## src/rtl/and_r1_2ph_join.sv

```systemverilog
// ---------------------------------------------------------------------------
// and_r1_2ph_join
//
// Clocked two-phase (transition-signalling) join. Two 2-phase producers
// (r1/a1, r2/a2) feed one 2-phase consumer (r/a). One output event is issued
// per pair of input events, and both inputs are acknowledged together once the
// consumer has acknowledged the output event.
//
// Ports
//   clk       in   single clock, all state updates on posedge
//   rst_async in   asynchronous active-high reset
//   r1        in   channel-1 request (each transition is one event)
//   a1        out  channel-1 acknowledge
//   r2        in   channel-2 request
//   a2        out  channel-2 acknowledge
//   r         out  output-channel request
//   a         in   output-channel acknowledge from consumer
//
// Parameters
//   SYNC_STAGES  synchronizer depth on r1, r2 and a (>= 2); only takes effect
//                when the build macro AND_R1_SYNC_EN is defined.
//
// Build option
//   AND_R1_SYNC_EN  defined: r1, r2 and a pass through SYNC_STAGES-flop
//                   synchronizers, adding SYNC_STAGES clk to each latency.
//                   undefined: inputs are used directly and must be
//                   synchronous to clk.
//
// State | Meaning
//   WAIT_IN  | waiting for an event pending on both r1 and r2
//   WAIT_OUT | output event issued, waiting for consumer ack (a == r)
// ---------------------------------------------------------------------------
module and_r1_2ph_join #(
    parameter int SYNC_STAGES = 2
) (
    input  logic clk,
    input  logic rst_async,
    input  logic r1,
    output logic a1,
    input  logic r2,
    output logic a2,
    output logic r,
    input  logic a
);

    localparam logic [0:0] WAIT_IN  = 1'b0;
    localparam logic [0:0] WAIT_OUT = 1'b1;

    // Elaboration-time legality check on the synchronizer depth.
    if (SYNC_STAGES < 2) begin : g_bad_sync_stages
        $error("and_r1_2ph_join: SYNC_STAGES must be >= 2");
    end

    logic r1_s;
    logic r2_s;
    logic a_s;

`ifdef AND_R1_SYNC_EN
    logic [SYNC_STAGES-1:0] r1_sync_q, r1_sync_d;
    logic [SYNC_STAGES-1:0] r2_sync_q, r2_sync_d;
    logic [SYNC_STAGES-1:0] a_sync_q,  a_sync_d;

    // Shift toward the MSB; the MSB is the fully synchronized copy.
    always_comb begin
        r1_sync_d = {r1_sync_q[SYNC_STAGES-2:0], r1};
        r2_sync_d = {r2_sync_q[SYNC_STAGES-2:0], r2};
        a_sync_d  = {a_sync_q[SYNC_STAGES-2:0],  a};
    end

    always_ff @(posedge clk or posedge rst_async) begin
        if (rst_async) begin
            r1_sync_q <= '0;
            r2_sync_q <= '0;
            a_sync_q  <= '0;
        end else begin
            r1_sync_q <= r1_sync_d;
            r2_sync_q <= r2_sync_d;
            a_sync_q  <= a_sync_d;
        end
    end

    assign r1_s = r1_sync_q[SYNC_STAGES-1];
    assign r2_s = r2_sync_q[SYNC_STAGES-1];
    assign a_s  = a_sync_q[SYNC_STAGES-1];
`else
    assign r1_s = r1;
    assign r2_s = r2;
    assign a_s  = a;
`endif

    logic [0:0] state_q, state_d;
    logic       r_q,  r_d;
    logic       a1_q, a1_d;
    logic       a2_q, a2_d;

    logic p1;
    logic p2;
    logic out_busy;

    assign p1       = r1_s ^ a1_q;
    assign p2       = r2_s ^ a2_q;
    assign out_busy = r_q ^ a_s;

    always_comb begin
        state_d = state_q;
        r_d     = r_q;
        a1_d    = a1_q;
        a2_d    = a2_q;
        case (state_q)
            WAIT_IN: begin
                // A single pending channel just waits for its partner.
                // Simultaneous r1/r2 transitions land here together and
                // produce exactly one output event.
                if (p1 && p2 && !out_busy) begin
                    r_d     = ~r_q;
                    state_d = WAIT_OUT;
                end
            end
            WAIT_OUT: begin
                // Both producers are released in the same cycle so the
                // pair stays in lock-step.
                if (!out_busy) begin
                    a1_d    = ~a1_q;
                    a2_d    = ~a2_q;
                    state_d = WAIT_IN;
                end
            end
            default: begin
                state_d = WAIT_IN;
            end
        endcase
    end

    always_ff @(posedge clk or posedge rst_async) begin
        if (rst_async) begin
            state_q <= WAIT_IN;
            r_q     <= 1'b0;
            a1_q    <= 1'b0;
            a2_q    <= 1'b0;
        end else begin
            state_q <= state_d;
            r_q     <= r_d;
            a1_q    <= a1_d;
            a2_q    <= a2_d;
        end
    end

    assign r  = r_q;
    assign a1 = a1_q;
    assign a2 = a2_q;

endmodule

```

## config.mk

```make
export PLATFORM = sky130hd
export DESIGN_NAME = and_r1_2ph_join
export DESIGN_NICKNAME = d
export VERILOG_FILES = /design/src/rtl/and_r1_2ph_join.sv
export SDC_FILE = /design/constraint.sdc
export NUM_CORES = 1
export LEC_CHECK = 0
export CORE_AREA = 2 2 39 41
export CTS_CLUSTER_SIZE = 16
export DETAILED_ROUTE_END_ITERATION = 12
export DIE_AREA = 0 0 41 43
export HOLD_SLACK_MARGIN = 0.1
export PLACE_DENSITY = 0.35
export SETUP_SLACK_MARGIN = 0.2
export SLEW_MARGIN = 20
export SYNTH_ARGS = -nofsm -noshare
export SYNTH_HDL_FRONTEND = slang
export SYNTH_SLANG_ARGS = --single-unit
```

## constraint.sdc

```tcl
create_clock -name clk -period 1.4 [get_ports clk]
set_input_delay 0.28 -clock clk [delete_from_list [all_inputs] [get_ports clk]]
set_output_delay 0.28 -clock clk [all_outputs]
set_load 0.005 [all_outputs]
```

==> results.txt, run 1 <==
The cell count after synthesis came out at 15. The final setup violation count came out at 0. Using the TritonRoute via totals, the vias-per-cell ratio works out to 3.45.

The number of hold violations in the final report is 0. The simple logic cell fraction of the synthesized area came out at 10.0%. Across the VDD grid, the largest voltage drop is 0.444 mV. The slew at the pin with the worst max-slew slack is 0.236 ns. The total nets after synthesis is 20.

The number of global-route vias before repair came out at 180. Setup repair after global routing could not meet its margin everywhere. The largest net degree at the start of global routing came out at 5. The total of buffers placed on input and output ports came out at 7.

The register area share after synthesis is 53.3%. The number of storage elements in the synthesis netlist came out at 4. The tree is rooted in a clkbuf_4. The final RePlAce weighted congestion came out at 0.673.

The adder and majority cell fraction of the synthesized area came out at 0%. The number of antenna violations at the first check in global routing was 0. The starting utilization of the core area came out at 13.6%. The area inside the core boundary is 1380 um^2.

Of the post-synthesis cell area, the part taken by muxes is 0%. STA classifies the critical path endpoint as a register. The total of warnings raised by yosys came out at 0. The post-detailed-route DRC marker count came out at 0. The sum of overflow across all layers after global routing is 0. The worst-path maximum fanout came out at 2. Clock-pin slew was measured on the worst setup and hold paths at 0.04 ns. The number of standard cells in the layout, taps in and fillers out came out at 47. The number of levels the H-tree was split into is 1. Summing all non-filler instances in the final layout gives an area of 403 um^2.

The top cell type by total area after synthesis is dfrtp_1. Buffers inserted during clock tree synthesis total 3. Adding up every negative setup slack in the final design gives 0 ns.

The antenna cell count is 0. The clock passes through at most 2 buffers. The full die area is 1760 um^2. The number of ports placed on the die boundary is 8. The run finished with clean final reports. Ranked by total cell area, the synthesized netlist is headed by dfrtp_1 (53%), xnor2_1 (19%), xor2_1 (9.3%), nor4_2 (6.7%), a21o_2 (4.7%). The number of antenna-violating nets in the routed design is 0. The share of the cycle needed by the critical path after routing came out at 84.6%. The average cell area after synthesis came out at 12.5 um^2.

The count of max-cap constraint violations came out at 0. The first global-routing pass estimated 648 um of wire. The fraction of synthesized cell area taken by the top area cell type is 53.3%. After synthesis, the netlist uses 7 different library cells. The clock net in this run drives a total of 4 sinks. The path class of the tightest hold or removal check is primary input to asynchronous set/reset pin. The clock period minus worst slack came out at 1.18 ns.

From left edge to right edge, the die measures 41 um. The mapped cell area is 188 um^2. The count of filler cells inserted in the layout came out at 154. The leakage power summed over all cells came out at 0.189 nW. TritonCTS built the clock tree. The number of nets in the layout is 38. The dominant combinational cell family by area after synthesis is XOR/XNOR gates. The final count of pins violating max slew came out at 0. The area growth from synthesis to layout is 115%.

The path type of the worst setup path is register to register. The xor/xnor cell area share of the yosys netlist is 28.0%. The data required time of the critical path came out at 1.55 ns. For this run, the detailed router's first-pass iteration total came to 1. The compound-gate portion of the synthesized area is 4.67%. The ratio of cells with drive above 1 in the final layout is 51.6%. The initial detailed-routing violation count came out at 0. The post-route total power is 0.000868 W.

The setup skew after layout came out at 0.0000850 ns. The maximum clock rate is 0.844 GHz. Data on the critical path arrives at its endpoint at 1.33 ns. STA classifies the critical path startpoint as a register.

The final routed wirelength across all metal layers is 395 um. Buffers inserted to repair hold after CTS numbered 0. The source-to-sink clock delay at the later pin of the worst-skew pair is 0.23 ns. The worst max-slew margin expressed relative to the limit is 84.1%.

The cell area after placement came out at 278 um^2. Once placement completed, the tool counted placed cells totaling 38. The routed wirelength normalized by instance count is 8.40 um. In this run the core area contains 14 standard-cell rows. Setup slack on the worst reg-to-reg path comes out at 0.22 ns. The detailed-route via count is 162. The height of the chip came out at 43 um. The all-layer global routing usage is 6.24%. The power density over the cells came out at 2150 nW/um^2.
-- cells in the mapped netlist, drive strengths merged --
cell type,number
a21o,1
nor4,1
inv,2
or2,1
xor2,2
dfrtp,4
xnor2,4
-- cell families (layout without fill, tap and decap cells) --
| family | Yosys count | in the layout |
|---|---|---|
| AND/OR/NAND/NOR | 2 | 2 |
| AO/OA/AOI/OAI | 1 | 1 |
| flip-flops | 4 | 4 |
| buffers and inverters | 2 | 18 |
| XOR/XNOR | 6 | 6 |
-- critical path, stage by stage, from the launching register on --
cell     delay, ns
dfrtp_1       0.37
buf_6         0.13
xnor2_4       0.12
nor4_4        0.31
xor2_1        0.17
-- cell type report --
class                           instances  area [um^2]  share of cell area (%)
Sequential cell                         4          100                    24.8
Inverter                                2         7.51                    1.86
Multi-Input combinational cell          9          136                    33.9
Clock buffer                            3         22.5                    5.59
Timing Repair Buffer                   13          116                    28.9
Tap cell                               16         20.0                    4.97
-- where the power goes --
| part | internal, W | total [W] | switching (W) |
|---|---|---|---|
| combinational | 0.000324 | 0.000518 | 0.000194 |
| sequential | 0.000174 | 0.000211 | 0.0000368 |
| clock | 0.0000956 | 0.000139 | 0.0000432 |
-- worst paths after layout --
path | depth (start not counted) | startpoint | endpoint
setup / recovery | 4 | a2$_DFFE_PP0P_ | r$_DFFE_PP0P_
hold reg to reg | 1 | state_q$_DFF_PP0_ | state_q$_DFF_PP0_
hold / removal | 2 | rst_async | a2$_DFFE_PP0P_
setup reg to reg | 4 | a2$_DFFE_PP0P_ | r$_DFFE_PP0P_
max in group asynchronous | 2 | rst_async | a1$_DFFE_PP0P_
min in group clk | 1 | state_q$_DFF_PP0_ | state_q$_DFF_PP0_
-- layout by cell type, fill, tap and decap left out, drive strengths merged --
| master | n |
|---|---|
| xor2 | 2 |
| inv | 2 |
| clkbuf | 4 |
| nor4 | 1 |
| clkdlybuf4s50 | 2 |
| dlymetal6s2s | 1 |
| a21o | 1 |
| or2 | 1 |
| xnor2 | 4 |
| buf | 6 |
| dfrtp | 4 |
| dlygate4sd2 | 3 |
-- state kept, by name, summed over array words and instances (netlist names) --
register,count
a1,1
a2,1
r,1
state_q,1
-- through the flow --
step	util (%)	hold WS, ns	setup WS, ns
6_report	29.1	0.231	0.215
5_1_grt	29.1	0.250	0.158
4_1_cts	26.5	0.229	0.124
3_5_place_dp	20.1	0.478	-0.106
3_3_place_gp	20.1	0.477	-0.106
2_1_floorplan	-	0.0461	0.280
-- what timing repair did --
action / CTS / global route
setup buffers: 5 / 1
pin swaps: 2 / 3
resized for setup: 9 / 7
setup endpoints to repair: 7 / 5
-- routing by layer --
metal  vias up  wire (um)  track usage, %
li1         79          -               -
met1        78        150            5.52
met2         3        204            8.13
met3         2         32            3.66
met4         0          8            8.00
met5         -          0               0
(Power assumes the default switching activity.)
==> run 2: changes to the inputs <==
--- a/config.mk
+++ b/config.mk
@@ -10,7 +10,7 @@
 export DETAILED_ROUTE_END_ITERATION = 12
 export DIE_AREA = 0 0 41 43
 export HOLD_SLACK_MARGIN = 0.1
-export PLACE_DENSITY = 0.35
+export PLACE_DENSITY = 0.36
 export SETUP_SLACK_MARGIN = 0.2
 export SLEW_MARGIN = 20
 export SYNTH_ARGS = -nofsm -noshare
==> constraint.sdc (replaced) <==
create_clock -name clk -period 0.95 [get_ports clk]
set_input_delay 0.19 -clock clk [delete_from_list [all_inputs] [get_ports clk]]
set_output_delay 0.19 -clock clk [all_outputs]
set_load 0.005 [all_outputs]
==> results.txt, run 2 (same netlist as run 1, synthesis figures left out) <==
The row count is 14. The final setup violation count is 6. The relative contribution of combinational cells to total power is 64.8%. The total of buffers placed on input and output ports is 7. The buffers plus inverters on the worst setup path came out at 1.

0 antenna diodes ended up in the layout. Headroom to the max-slew limit came out at 83.1%. The cell sitting at the root of the clock tree is a clkbuf_4. The number of antenna-violating nets in the routed design came out at 0. The clock tree from TritonCTS is built. In the final layout, the share of cells above drive strength 1 is 61.1%.

The switching fraction of total power is 30.8%. The number of cells on the critical path is 4. In the routed design, unresolved DRC markers number 0.

In the layout the commonest cells are buf_4 (7), buf_6 (5), dfrtp_1 (4). From left edge to right edge, the die measures 41 um. Relative to the synthesized area, the layout overhead comes to 133%. The worst-path maximum fanout came out at 2. The largest stage delay on the critical path is 0.49 ns.

The first-pass iteration count of the detailed router is 2. At the worst endpoint, the required time is 1.09 ns. The number of levels the H-tree was split into is 1. The post-route total power is 0.00148 W.

Wires add up to 521 um. The final count of pins violating max slew is 0. The number of nets in the layout came out at 43.

The largest net degree at the start of global routing came out at 5. The power density over the cells came out at 3390 nW/um^2. The power spent charging and discharging nets came out at 0.000457 W.

The top cell family by delay on the critical path is buffers and inverters. The run finished, with violations left. STA classifies the critical path startpoint as a primary input. The wire length of the first global-routing pass came out at 897 um.

The tool flagged a number of max-cap violations equal to 0. The clock reaches the later pin of the worst-skew pair after 0.23 ns. The cell with the largest stage delay on the worst path is clkdlybuf4s50_1. Walking the worst path, the cells encountered are clkdlybuf4s50_1 -> xnor2_4 -> nor4_4 -> xor2_1.

Hold repair after CTS inserted 0 buffers. The number of buffers created by CTS came out at 3. Measured along the y axis, the die boundary spans 43 um.

The post-CTS clock slew at the launch and capture registers of the worst setup and hold paths came out at 0.04 ns. The post-route setup TNS is -1.18 ns. Setup repair after global routing could not meet its margin everywhere. For the pin with the worst max-slew slack, the measured transition is 0.252 ns. The class of the worst hold path is primary input to asynchronous set/reset pin. The checks that failed: negative setup slack. The critical path is of the primary input to register type. The routed wirelength normalized by instance count came out at 10.0 um. The die covers 1760 um^2. The share of the cycle needed by the critical path after routing is 130%.

The area inside the core boundary is 1380 um^2. The via density per instance is 3.46. The final critical-path setup slack is -0.284 ns. The length in cells of the worst reg-to-reg path is 4. Between clock sinks in the finished design, the worst skew comes to 0.000146 ns. The maximum clock rate came out at 0.810 GHz. Leaving out fill and tap cells, the most frequent cell in the layout is buf_4. Summed over all layers, the global routing overflow is 0. The sequential power share came out at 21.5%. The final RePlAce weighted congestion is 0.599. The utilization after layout came out at 31.6%.

Data arrives at the worst endpoint at 1.38 ns. The number of hold violations in the final report is 0. The clock group share of total power is 13.7%. The initial detailed-routing violation count came out at 6.

The number of global-route vias before repair is 217. The internal power of the cells totals 0.00102 W. The smallest clock period supported by the final layout is computed as 1.23 ns. The leakage power summed over all cells is 0.200 nW. The number of antenna violations at the first check in global routing is 0. The initial utilization of the core area, before any placement, comes to 13.6%. The pre-CTS setup slack came out at -0.431 ns. VDD sags by at most 1.13 mV.

No sink is reached through more buffers than the 2 on the longest clock path. The number of standard cells in the layout, taps in and fillers out is 52. The number of ports placed on the die boundary is 8.

The clock net in this run drives a total of 4 sinks. The all-layer global routing usage came out at 8.07%. The detailed-route via count is 180. The number of placed instances, taps included, is 40. The kind of end point of the critical path is a register.
[run 2: cell types whose count changed in the layout (fill, tap and decap cells not counted), sizes merged]
cell and delta:
dlygate4sd2 -2, buf +7, clkdlybuf4s50 +1, dlymetal6s2s -1
[run 2: stage by stage]
step / area (um^2) / hold WS (ns)
floorplan: 190 / -0.0439
global placement: 295 / 0.390
detailed placement: 295 / 0.391
CTS: 394 / 0.141
global route: 437 / 0.175
finish: 437 / 0.146
[run 2: layout make-up]
| class | instances | area [um^2] |
|---|---|---|
| Inverter | 2 | 7.51 |
| Fill cell | 148 | 947 |
| Tap cell | 16 | 20.0 |
| Clock buffer | 3 | 22.5 |
| Timing Repair Buffer | 18 | 158 |
| Multi-Input combinational cell | 9 | 129 |
| Sequential cell | 4 | 100 |
[run 2: path summary, 6_finish.rpt]
| kind | startpoint | end | slack, ns |
|---|---|---|---|
| worst max-delay path | r2 | r$_DFFE_PP0P_ | -0.28 |
| worst min-delay path | rst_async | r$_DFFE_PP0P_ | 0.15 |
| worst max register to register | a2$_DFFE_PP0P_ | r$_DFFE_PP0P_ | -0.28 |
| worst min register to register | state_q$_DFF_PP0_ | state_q$_DFF_PP0_ | 0.57 |
| max in group asynchronous | rst_async | a2$_DFFE_PP0P_ | 0.65 |
| min in group clk | state_q$_DFF_PP0_ | state_q$_DFF_PP0_ | 0.57 |
[run 2: what timing repair did]
| action | in CTS | in global routing |
|---|---|---|
| resized for setup | 15 | 7 |
| setup endpoints to repair | 7 | 7 |
| pin swaps | 2 | 3 |
| buffers inserted | 5 | 4 |
[run 2: layer usage]
metal  track usage (%)  up-vias  share of wire, %
met5                 0        -                 0
met4              6.00        0                 0
met3              3.14        0                10
met2              12.2        8                51
met1              8.50       84                39
li1                  -       88                 -
[run 2: power by group through the flow]
stage               Clock, W  Combinational, W  Sequential (W)
floorplan                  0          0.000217        0.000341
global placement           0          0.000471        0.000337
detailed placement         0          0.000463        0.000341
CTS                 0.000213          0.000772        0.000309
global route        0.000229           0.00104        0.000327
finish              0.000203          0.000960        0.000318
==> run 3: changes to the inputs <==
==> constraint.sdc (replaced) <==
create_clock -name clk -period 0.99 [get_ports clk]
set_input_delay 0.198 -clock clk [delete_from_list [all_inputs] [get_ports clk]]
set_output_delay 0.198 -clock clk [all_outputs]
set_load 0.005 [all_outputs]
==> results.txt, run 3 (same netlist as run 1, synthesis figures left out) <==
The slew at the pin with the worst max-slew slack came out at 0.255 ns. IR analysis of the VDD net gives a maximum drop of 0.907 mV. The most critical setup path has its endpoint at r$_DFFE_PP0P_.

The number of buffers inserted by hold repair at cts came out at 0. The starting utilization of the core area is 13.6%. The final count of pins violating max slew came out at 0. In the final routed layout, each cell accounts on average for 9.46 um. Counting along the longest clock path gives a buffer depth of 2. The relative contribution of combinational cells to total power is 63.6%. The final reports fail on negative setup slack. The worst register-to-register path ends at r$_DFFE_PP0P_. The met1 global-route usage is 9.15%. Data on the critical path is required at its endpoint by 1.15 ns. The maximum clock rate is 0.833 GHz.

The via density per instance is 3.54. The height of the chip came out at 43 um. For this run, the number of standard cells in the final layout without fillers is 50. The wire length of the first global-routing pass came out at 765 um. The largest net degree at the start of global routing is 5.

Counting buffers and inverters, the worst setup path is 4 cells deep. STA classifies the critical path endpoint as a register. The combined area of the multi-input logic cells came out at 136 um^2. The share of the cycle needed by the critical path after routing came out at 121%. The power spent charging and discharging nets is 0.000435 W.

The slack of the worst reg-to-reg path came out at -0.21 ns. The width of the chip is 41 um. The pre-CTS setup slack came out at -0.442 ns. Buffers inserted during clock tree synthesis total 3. The buffers plus inverters on the worst setup path came out at 1.

The signal on the critical path passes through buf_6 -> xnor2_4 -> nor4_4 -> xor2_1. The sequential power share came out at 21.8%. The critical path is of the register to register type. TritonCTS built the clock tree. The sum of overflow across all layers after global routing is 0. The clock period minus worst slack came out at 1.20 ns. Compared with the post-synthesis result, the final layout area differs by 131%. The number of hold violations in the final report is 0. Between clock sinks in the finished design, the worst skew comes to 0.00105 ns.

The top cell family by delay on the critical path is flip-flops. The post-route total power is 0.00140 W. For this run, the detailed router's first-pass iteration total came to 1. The top cell types in the final layout, fill and taps aside, are buf_4 (6), buf_6 (5), dfrtp_1 (4). The clock network is responsible for 14.6% of the overall power. For this block, the initial DRC count from the detailed router was 0.

The utilization after layout is 31.4%. For this design the ratio of total power to cell area is 3210 nW/um^2. The length in cells of the worst reg-to-reg path is 4. The final routed wirelength across all metal layers is 473 um. For this run, design rule violations remaining after detail routing come to 0. The leakage power summed over all cells is 0.206 nW.

The ratio of cells with drive above 1 in the final layout came out at 61.8%. The area inside the core boundary came out at 1380 um^2. The final setup violation count came out at 6.

The library cell used most frequently in the layout, excluding fill and tap cells, is buf_4. The full die area came out at 1760 um^2. In this run the most used layer during global routing was met1.

The all-layer global routing usage is 6.96%. The detailed-route via count came out at 177. The number of global-route vias before repair came to 182. The switching fraction of total power is 31.2%. The tightest min-delay check is of the primary input to asynchronous set/reset pin type. The count of max-cap constraint violations is 0.

The final RePlAce weighted congestion came out at 0.627. The clock sink count came out at 4. STA puts the critical path data arrival time at 1.36 ns.

The final layout contains 41 nets. The sequential standard cell area came out at 100 um^2. The routing usage on met2 is 8.13%. Setup repair after global routing could not meet its margin everywhere. The count of filler cells inserted in the layout came out at 142. The worst max-slew margin expressed relative to the limit came out at 82.9%. The antenna cell count came out at 0. The type of element launching the critical path is a register. The number of ports placed on the die boundary came out at 8.

The row count is 14. The largest stage delay on the critical path came out at 0.37 ns. At the later pin of the worst-skew pair, clock insertion delay measures 0.24 ns. Across all setup checks in the final design, the least slack found is -0.210 ns. Buffers placed on the I/O ports in this run total 7. The internal portion of total power came out at 0.000960 W. The post-CTS clock slew at the launch and capture registers of the worst setup and hold paths is 0.04 ns. The number of antenna violations at the first check in global routing is 0.

In this run the clock root is driven by a clkbuf_4. The worst-path maximum fanout came out at 2. The cell with the largest stage delay on the worst path is dfrtp_1. The flow ran to the end, but the final reports show violations. The global-route track usage on met3 is 3.14%. The worst hold margin is 0.148 ns.

The number of levels the H-tree was split into is 1. In this run the critical register-to-register path is launched from a2$_DFFE_PP0P_. The number of antenna-violating nets in the routed design is 0.

The number of placed cells counting well taps is 41. Tracing the worst setup path back leads to its startpoint at a2$_DFFE_PP0P_.
[run 3: cell count changes in the layout (fill, tap and decap cells not counted), sizes merged]
cell	delta
clkbuf	-1
dlymetal6s2s	+1
buf	-1
clkdlybuf4s50	-1
[run 3: worst min path at each step]
stage / startpoint / endpoint / depth (start not counted)
floorplan: rst_async / a1$_DFFE_PP0P_ / 1
global placement: rst_async / r$_DFFE_PP0P_ / 2
detailed placement: rst_async / a1$_DFFE_PP0P_ / 2
CTS: rst_async / r$_DFFE_PP0P_ / 2
global route: rst_async / r$_DFFE_PP0P_ / 2
finish: rst_async / r$_DFFE_PP0P_ / 2
[run 3: repair_timing]
item,in CTS,in global routing
pin swaps,2,3
setup endpoints to repair,7,7
resized for setup,13,10
setup buffers,5,1
[run 3: area by class of cell]
class	count	share of cell area [%]
clock buffers	3	5.19
multi-input cells	9	31.4
flip-flops and latches	4	23.1
repair buffers	16	34.0
inverters	2	1.73
well taps	16	4.61
[run 3: power groups by stage]
stage               sequential (W)  clock (W)  combinational, W
floorplan                 0.000327          0          0.000208
global placement          0.000318          0          0.000480
detailed placement        0.000320          0          0.000479
CTS                       0.000293   0.000205          0.000717
global route              0.000312   0.000224          0.000959
finish                    0.000304   0.000204          0.000887
[run 3: stage by stage]
step	area, um^2	setup TNS (ns)
finish	434	-0.869
global route	434	-1.11
CTS	385	-0.857
detailed placement	303	-1.75
global placement	303	-1.72
floorplan	190	-0.339
[run 3: routing by layer]
layer  wire, um  share of wire (%)  vias to the layer above
li1           -                  -                       85
met1        186                 39                       79
met2        205                 43                       11
met3         65                 14                        2
met4         16                3.4                        0
met5          0                  0                        -
